<file path="src/rtl/ff_step_clock_ctrl.sv">
// Step-pulse generator for the lab flip-flop bank: debounced step/stop buttons
// drive single, burst, and free-run clock-enable sequencing.
module ff_step_clock_ctrl #(
    parameter int DEBOUNCE_CYCLES = 50000,
    parameter int PRESCALE        = 5000000,
    parameter int CNT_W           = 8
) (
    input  logic             clk,
    input  logic             rst_n,
    input  logic             btn_step_n,
    input  logic             btn_stop_n,
    input  logic [1:0]       mode,
    input  logic [3:0]       burst_len,
    output logic             step_pulse,
    output logic             busy,
    output logic [1:0]       state,
    output logic [CNT_W-1:0] step_count
);

    localparam int DW = (DEBOUNCE_CYCLES > 2) ? $clog2(DEBOUNCE_CYCLES) : 1;
    localparam int PW = (PRESCALE > 2) ? $clog2(PRESCALE) : 1;
    localparam logic [DW-1:0] DMAX = DW'(DEBOUNCE_CYCLES - 1);
    localparam logic [PW-1:0] PMAX = PW'(PRESCALE - 1);

    typedef enum logic [1:0] {
        IDLE  = 2'b00,
        BURST = 2'b01,
        RUN   = 2'b10
    } state_e;

    // Bit 0 is the step button, bit 1 the stop button.
    logic [1:0]         raw;
    logic [1:0]         sync1_q, sync2_q;
    logic [1:0]         smp;
    logic [1:0]         deb_q, deb_d;
    logic [1:0]         press_q, press_d;
    logic [1:0][DW-1:0] dcnt_q, dcnt_d;

    state_e             state_q, state_d;
    logic [3:0]         rem_q, rem_d;
    logic [PW-1:0]      presc_q, presc_d;
    logic               pulse_q, pulse_d;
    logic [CNT_W-1:0]   count_q, count_d;

    logic               press_step, press_stop, tick;

    assign raw = {btn_stop_n, btn_step_n};
    assign smp = ~sync2_q;

    always_comb begin
        deb_d  = deb_q;
        dcnt_d = '0;
        for (int i = 0; i < 2; i++) begin
            if (smp[i] != deb_q[i]) begin
                if (dcnt_q[i] == DMAX) begin
                    deb_d[i] = smp[i];
                end else begin
                    dcnt_d[i] = dcnt_q[i] + 1'b1;
                end
            end
        end
        press_d = deb_d & ~deb_q;
    end

    assign press_step = press_q[0];
    assign press_stop = press_q[1];
    assign tick       = (presc_q == PMAX);

    // Prescaler stays at zero in IDLE, so every BURST/RUN entry starts fresh.
    always_comb begin
        state_d = state_q;
        rem_d   = rem_q;
        presc_d = '0;
        pulse_d = 1'b0;
        unique case (state_q)
            IDLE: begin
                if (press_step && !press_stop) begin
                    case (mode)
                        2'b00: pulse_d = 1'b1;
                        2'b01: begin
                            if (burst_len != 4'd0) begin
                                rem_d   = burst_len;
                                state_d = BURST;
                            end
                        end
                        2'b10: state_d = RUN;
                        default: ;
                    endcase
                end
            end
            BURST, RUN: begin
                if (press_step || press_stop) begin
                    state_d = IDLE;
                end else begin
                    presc_d = tick ? '0 : presc_q + 1'b1;
                    if (tick) begin
                        pulse_d = 1'b1;
                        if (state_q == BURST) begin
                            rem_d = rem_q - 4'd1;
                            if (rem_q == 4'd1) state_d = IDLE;
                        end
                    end
                end
            end
            default: state_d = IDLE;
        endcase
    end

    assign count_d = count_q + CNT_W'(pulse_d);

    always_ff @(posedge clk) begin
        if (!rst_n) begin
            sync1_q <= 2'b11;
            sync2_q <= 2'b11;
            deb_q   <= '0;
            dcnt_q  <= '0;
            press_q <= '0;
            state_q <= IDLE;
            rem_q   <= '0;
            presc_q <= '0;
            pulse_q <= 1'b0;
            count_q <= '0;
        end else begin
            sync1_q <= raw;
            sync2_q <= sync1_q;
            deb_q   <= deb_d;
            dcnt_q  <= dcnt_d;
            press_q <= press_d;
            state_q <= state_d;
            rem_q   <= rem_d;
            presc_q <= presc_d;
            pulse_q <= pulse_d;
            count_q <= count_d;
        end
    end

    assign step_pulse = pulse_q;
    assign busy       = (state_q != IDLE);
    assign state      = state_q;
    assign step_count = count_q;

endmodule

</file>
<file path="config.mk">
export PLATFORM = sky130hd
export DESIGN_NAME = ff_step_clock_ctrl
export DESIGN_NICKNAME = d
export VERILOG_FILES = /design/src/rtl/ff_step_clock_ctrl.sv
export SDC_FILE = /design/constraint.sdc
export NUM_CORES = 1
export LEC_CHECK = 0
export CAP_MARGIN = 20
export CORE_MARGIN = 2
export CORE_UTILIZATION = 30
export DETAILED_ROUTE_END_ITERATION = 7
export GPL_TIMING_DRIVEN = 0
export PLACE_DENSITY = 0.52
export SYNTH_ARGS = -nofsm -noshare
export SYNTH_HDL_FRONTEND = slang
export SYNTH_SLANG_ARGS = --single-unit
</file>
<file path="constraint.sdc">
create_clock -name clk -period 5.84 [get_ports clk]
set_clock_uncertainty 0.2 [all_clocks]
set_input_delay 1.168 -clock clk [delete_from_list [all_inputs] [get_ports clk]]
set_output_delay 1.168 -clock clk [all_outputs]
set_load 0.02 [all_outputs]
</file>
==> impl_metrics.json, run 1 <==
{
  "clkTransAtPathRegs_ns": 0.06,
  "cp_slowest_stage_delay_ns": 0.60,
  "fin_crit_ns": 3.13,
  "reg2regPathDepth": 12,
  "syn_nets": 424,
  "row_count": 39,
  "rsz0062_at_grt": "false",
  "dieArea_um2": 12700,
  "drtIter0Drc": 135,
  "place_area_um2": 3920,
  "dp.cells": 565,
  "yosys_most_used_dff": "dfxtp_1",
  "port_buffers": 21,
  "synth_top_area_cell": "dfxtp_1",
  "die_w_um": 113,
  "crit_type": "register to output pin",
  "wirelength_um": 6720,
  "syn_avg_cell_area_um2": 8.81,
  "wl_per_cell_um": 11.6,
  "synthCells": 401,
  "run_status": "completed",
  "synth_area_leaders": "dfxtp_1 (44%), nor2_1 (8.2%), xnor2_1 (6.9%), xor2_1 (6.9%), ha_1 (4.6%)",
  "period_share_pct": 53.6,
  "min_path_cells": 1,
  "netlist_area_um2": 3530,
  "timing.rr.end": "step_count[7]",
  "ir_worst_vdd_uv": 189,
  "post_cts_buffers": 0,
  "cts_tree": "yes",
  "nFillCells": 1179,
  "ys_seq_area_share_pct": 44.2,
  "seq_area_um2": 1560,
  "vias": 2741,
  "min_path_type": "register to register",
  "gp_congestion": 0.808,
  "critPathLaunchType": "register",
  "layout_commonest_cell": "dfxtp_1",
  "grt_pass1_wl_um": 12000,
  "diodes": 0,
  "rrSetupSlack_ns": 2.82,
  "critPathTopFamily": "buffers and inverters",
  "setup_viol": 0,
  "final_cell_mix": "dfxtp_1 (78), nor2_1 (77), nand3_1 (29), xnor2_1 (28), xor2_1 (28)",
  "p_leak_nw": 1.41,
  "finalNonFillerCells": 581,
  "final_core_util_pct": 37.1,
  "cp_max_fo": 5,
  "report.final.slew_viol_count": 0,
  "postCtsResizedCells": 0,
  "cts_buffers": 9,
  "fp.dieH_um": 113,
  "synth_top_area_share_pct": 44.2,
  "fmax_mhz": 319,
  "grt_max_degree": 16,
  "synth_cell_type_count": 45,
  "critPathArrivalTime_ns": 1.76,
  "synth_edf_count": 0,
  "cts.path.max_buffers": 2,
  "hold_buffers": 0,
  "cp.required_ns": 4.47,
  "dr.pass1.iters": 4,
  "grt_pass1_vias": 2613,
  "hpwl_um": 4900,
  "cts-root-buf": "clkbuf_16",
  "htreeDepth": 3,
  "core_um2": 11500,
  "grt_usage_pct": 11.5,
  "design.portCount": 22,
  "worst_pin_slew_ns": 0.913,
  "synth-seq-cells": 78,
  "r2r_start": "state[0]",
  "drive_gt1_share_pct": 6.16,
  "final_area_um2": 4250,
  "final-hold-violation-count": 0,
  "worstHoldStart": "sync1_q[1]",
  "route.detailed.drc": 0,
  "finalSetupTns_ns": 0,
  "cap_violations": 0,
  "critPathBufInv": 3,
  "syn2layout_area_growth_pct": 20.4,
  "initial_core_util_pct": 30.8,
  "synthArstFlopShare_pct": 0,
  "power_mw": 1.21,
  "clkSinkCount": 78,
  "crit_slowest_cell": "clkdlybuf4s50_1",
  "grt_overflow": 0,
  "max_slew_margin_pct": 38.6,
  "p_per_area_nw_per_um2": 285,
  "ys_warn_count": 0,
  "detail-route-antenna-nets": 0,
  "multi_input_area_um2": 1870,
  "worstSetupEndpointType": "output pin",
  "pre_cts_ws_ns": 2.57,
  "path_cells": "inv_1, ha_1, inv_2, clkdlybuf4s50_1",
  "fin_nets": 456,
  "whs_ns": 0.207,
  "clk_latency_ns": 0.33,
  "worst_slack_ns": 2.71,
  "viasPerCell": 4.72,
  "antenna_found_initial": 0,
  "hold_end": "sync2_q[1]"
}
==> sequential cells by signal, summed over array words and instances (netlist names) <==
register / count
sync2_q: 2
dcnt_q: 32
press_q: 2
presc_q: 23
sync1_q: 2
step_pulse: 1
step_count: 8
state: 2
rem_q: 4
deb_q: 2
==> Yosys cell counts, types with 2 or more instances <==
cell type	count
a21oi_1	7
and2_1	5
and3_1	12
and4_1	3
clkbuf_1	7
dfxtp_1	78
ha_1	13
inv_1	13
inv_2	3
mux2i_1	2
nand2_1	27
nand2b_1	5
nand3_1	29
nand4_1	15
nor2_1	77
nor3_1	9
nor3b_1	2
nor4_1	8
nor4bb_1	2
o21ai_0	2
or2_0	2
or3_1	2
or4_4	2
xnor2_1	28
xor2_1	28
==> layer usage <==
layer	track usage [%]	wire length, µm	part of all wire [%]	up-vias
li1	-	-	-	1433
met1	15.7	3430	51	1263
met2	17.0	2940	44	35
met3	3.83	204	3.0	10
met4	4.23	133	2.0	0
met5	0	0	0	-
==> how the worst max path moves through the flow <==
stage | startpoint | depth (start not counted) | endpoint
floorplan | state[0] | 12 | step_count[5]
global placement | burst_len[1] | 6 | rem_q[3]
detailed placement | burst_len[1] | 6 | rem_q[3]
CTS | state[0] | 4 | busy
global route | state[0] | 12 | step_count[5]
finish | state[0] | 4 | busy
==> kinds of logic after synthesis <==
logic type / Yosys count / synth area share [%]
AO/OA/AOI/OAI: 22 / 5.10
XOR/XNOR: 56 / 13.9
adder cells (fa/ha/maj): 13 / 4.61
buffers and inverters: 24 / 2.76
flip-flops: 78 / 44.2
multiplexers: 2 / 0.567
AND/OR/NAND/NOR: 206 / 28.9
==> final cells by class <==
cell class | instances | share of cell area, %
inverters | 16 | 1.41
repair buffers | 21 | 4.94
plain buffers | 8 | 0.883
well taps | 143 | 4.21
flip-flops and latches | 78 | 36.7
clock inverters | 7 | 2.47
multi-input cells | 299 | 44.1
clock buffers | 9 | 5.30
==> power by group <==
group | switching [mW] | internal (mW)
combinational | 0.0360 | 0.0230
clock | 0.232 | 0.381
sequential | 0.00361 | 0.536
Note: power is estimated with default switching activity, not from simulation.
==> run 2: changes to the inputs <==
==> constraint.sdc (replaced) <==
create_clock -name clk -period 3 [get_ports clk]
set_clock_uncertainty 0.2 [all_clocks]
set_input_delay 0.6 -clock clk [delete_from_list [all_inputs] [get_ports clk]]
set_output_delay 0.6 -clock clk [all_outputs]
set_load 0.02 [all_outputs]
==> impl_metrics.json, run 2 (synthesis gave the netlist of run 1 again) <==
{
  "run_status": "completed",
  "min_path_cells": 1,
  "switching_power_mw": 0.528,
  "gp_congestion": 0.808,
  "fp.dieH_um": 113,
  "grt_pass1_wl_um": 12000,
  "finalNonFillerCells": 580,
  "diodes": 0,
  "grt_max_degree": 16,
  "nFillCells": 1178,
  "fin_crit_ns": 2.74,
  "wirelength_um": 6730,
  "grt_pass1_vias": 2615,
  "reg2regPathDepth": 11,
  "hpwl_um": 4900,
  "syn2layout_area_growth_pct": 20.8,
  "ir_worst_vdd_uv": 368,
  "crit_type": "register to register",
  "critPathBufInv": 2,
  "fin_nets": 455,
  "intPower_mw": 1.83,
  "rrSetupSlack_ns": 0.26,
  "route.detailed.drc": 0,
  "antenna_found_initial": 0,
  "comb_power_share_pct": 4.9,
  "clk_latency_ns": 0.33,
  "worst_pin_slew_ns": 0.915,
  "grt_overflow": 0,
  "clkTransAtPathRegs_ns": 0.06,
  "cp_max_fo": 9,
  "p_sw_share_pct": 22.4,
  "final_cell_mix": "dfxtp_1 (78), nor2_1 (77), nand3_1 (28), xnor2_1 (28), xor2_1 (28)",
  "htreeDepth": 3,
  "setup_viol": 0,
  "hold_end": "sync2_q[1]",
  "multi_input_area_um2": 1890,
  "rsz0062_at_grt": "false",
  "report.final.slew_viol_count": 0,
  "hold_buffers": 0,
  "cap_violations": 0,
  "port_buffers": 21,
  "cts.path.max_buffers": 2,
  "min_path_type": "register to register",
  "final_area_um2": 4270,
  "place_area_um2": 3920,
  "viasPerCell": 4.70,
  "path_cells": "inv_1, ha_1, inv_2, nor3_2, nand3_1, a21oi_1, ha_1, and3_1, nand3_1, xor2_1, nor2_1",
  "clkSinkCount": 78,
  "cp.required_ns": 3.00,
  "cts_buffers": 9,
  "timing.rr.end": "step_count[7]",
  "seqPwrFrac_pct": 44.5,
  "critPathLaunchType": "register",
  "layout_commonest_cell": "dfxtp_1",
  "drive_gt1_share_pct": 6.64,
  "cp_slowest_stage_delay_ns": 0.51,
  "finalSetupTns_ns": 0,
  "final-hold-violation-count": 0,
  "power_mw": 2.36,
  "wl_per_cell_um": 11.6,
  "r2r_start": "state[0]",
  "crit_slowest_cell": "ha_1",
  "cts_tree": "yes",
  "initial_core_util_pct": 30.8,
  "p_per_area_nw_per_um2": 553,
  "vias": 2727,
  "period_share_pct": 91.3,
  "max_slew_margin_pct": 38.4,
  "worstSetupEndpointType": "register",
  "drtIter0Drc": 152,
  "final_core_util_pct": 37.2,
  "fmax_mhz": 365,
  "design.portCount": 22,
  "dp.cells": 565,
  "worstHoldStart": "sync1_q[1]",
  "row_count": 39,
  "critPathTopFamily": "adder cells",
  "detail-route-antenna-nets": 0,
  "seq_area_um2": 1560,
  "critPathArrivalTime_ns": 2.74,
  "p_leak_nw": 1.41,
  "dr.pass1.iters": 4,
  "dieArea_um2": 12700,
  "die_w_um": 113,
  "largest_reg_flops": 32,
  "largest_register": "dcnt_q",
  "post_cts_buffers": 0,
  "core_um2": 11500,
  "cts-root-buf": "clkbuf_16",
  "grt_usage_pct": 11.5,
  "clock_power_share_pct": 50.6
}
## run 2: timing repair
item | 4_1_cts | 5_1_grt
gates resized for setup | 0 | 3
endpoints found under the setup margin | 4 | 6
pin swaps | 0 | 0
## run 2: worst max-delay path by stage
| stage | to | startpoint | cells after the start |
|---|---|---|---|
| finish | step_count[7] | state[0] | 11 |
| global placement | step_count[7] | state[0] | 12 |
| detailed placement | step_count[5] | state[0] | 12 |
| global route | step_count[5] | state[0] | 11 |
| floorplan | step_count[5] | state[0] | 12 |
| CTS | step_count[7] | presc_q[0] | 10 |
## run 2: power by group through the flow
stage                     Clock [mW]  Combinational (mW)  Sequential [mW]
after floorplan                    0              0.0702             1.07
after global placement             0               0.117             1.07
after detailed placement           0               0.116             1.07
after CTS                       1.23               0.117             1.05
after global routing            1.28               0.128             1.05
final                           1.19               0.116             1.05
## run 2: per-stage QoR
step | hold slack (ns) | setup WS, ns
CTS | 0.207 | 0.0871
detailed placement | 0.194 | -0.0519
global placement | 0.189 | -0.0139
floorplan | 0.186 | 0.280
finish | 0.206 | 0.260
global route | 0.226 | 0.0297
## run 2: routing by layer
metal | global-route usage (%) | vias to the layer above | part of all wire (%)
met4 | 4.23 | 0 | 2.0
li1 | - | 1430 | -
met3 | 3.83 | 10 | 3.1
met1 | 15.7 | 1252 | 51
met5 | 0 | - | 0
met2 | 17.0 | 35 | 44
## run 2: final cells by class
class	count	area share (%)
Buffer	7	0.792
Clock buffer	9	5.28
Clock inverter	7	2.46
Inverter	16	1.41
Multi-Input combinational cell	299	44.3
Sequential cell	78	36.6
Tap cell	143	4.19
Timing Repair Buffer	21	4.93
==> run 3: changes to the inputs <==
--- a/config.mk
+++ b/config.mk
@@ -11,6 +11,7 @@
 export DETAILED_ROUTE_END_ITERATION = 7
 export GPL_TIMING_DRIVEN = 0
 export PLACE_DENSITY = 0.52
+export SLEW_MARGIN = 25
 export SYNTH_ARGS = -nofsm -noshare
 export SYNTH_HDL_FRONTEND = slang
 export SYNTH_SLANG_ARGS = --single-unit
==> results of run 3 <==
Same layout as run 2: the final DEF is identical, and so are final timing and power.
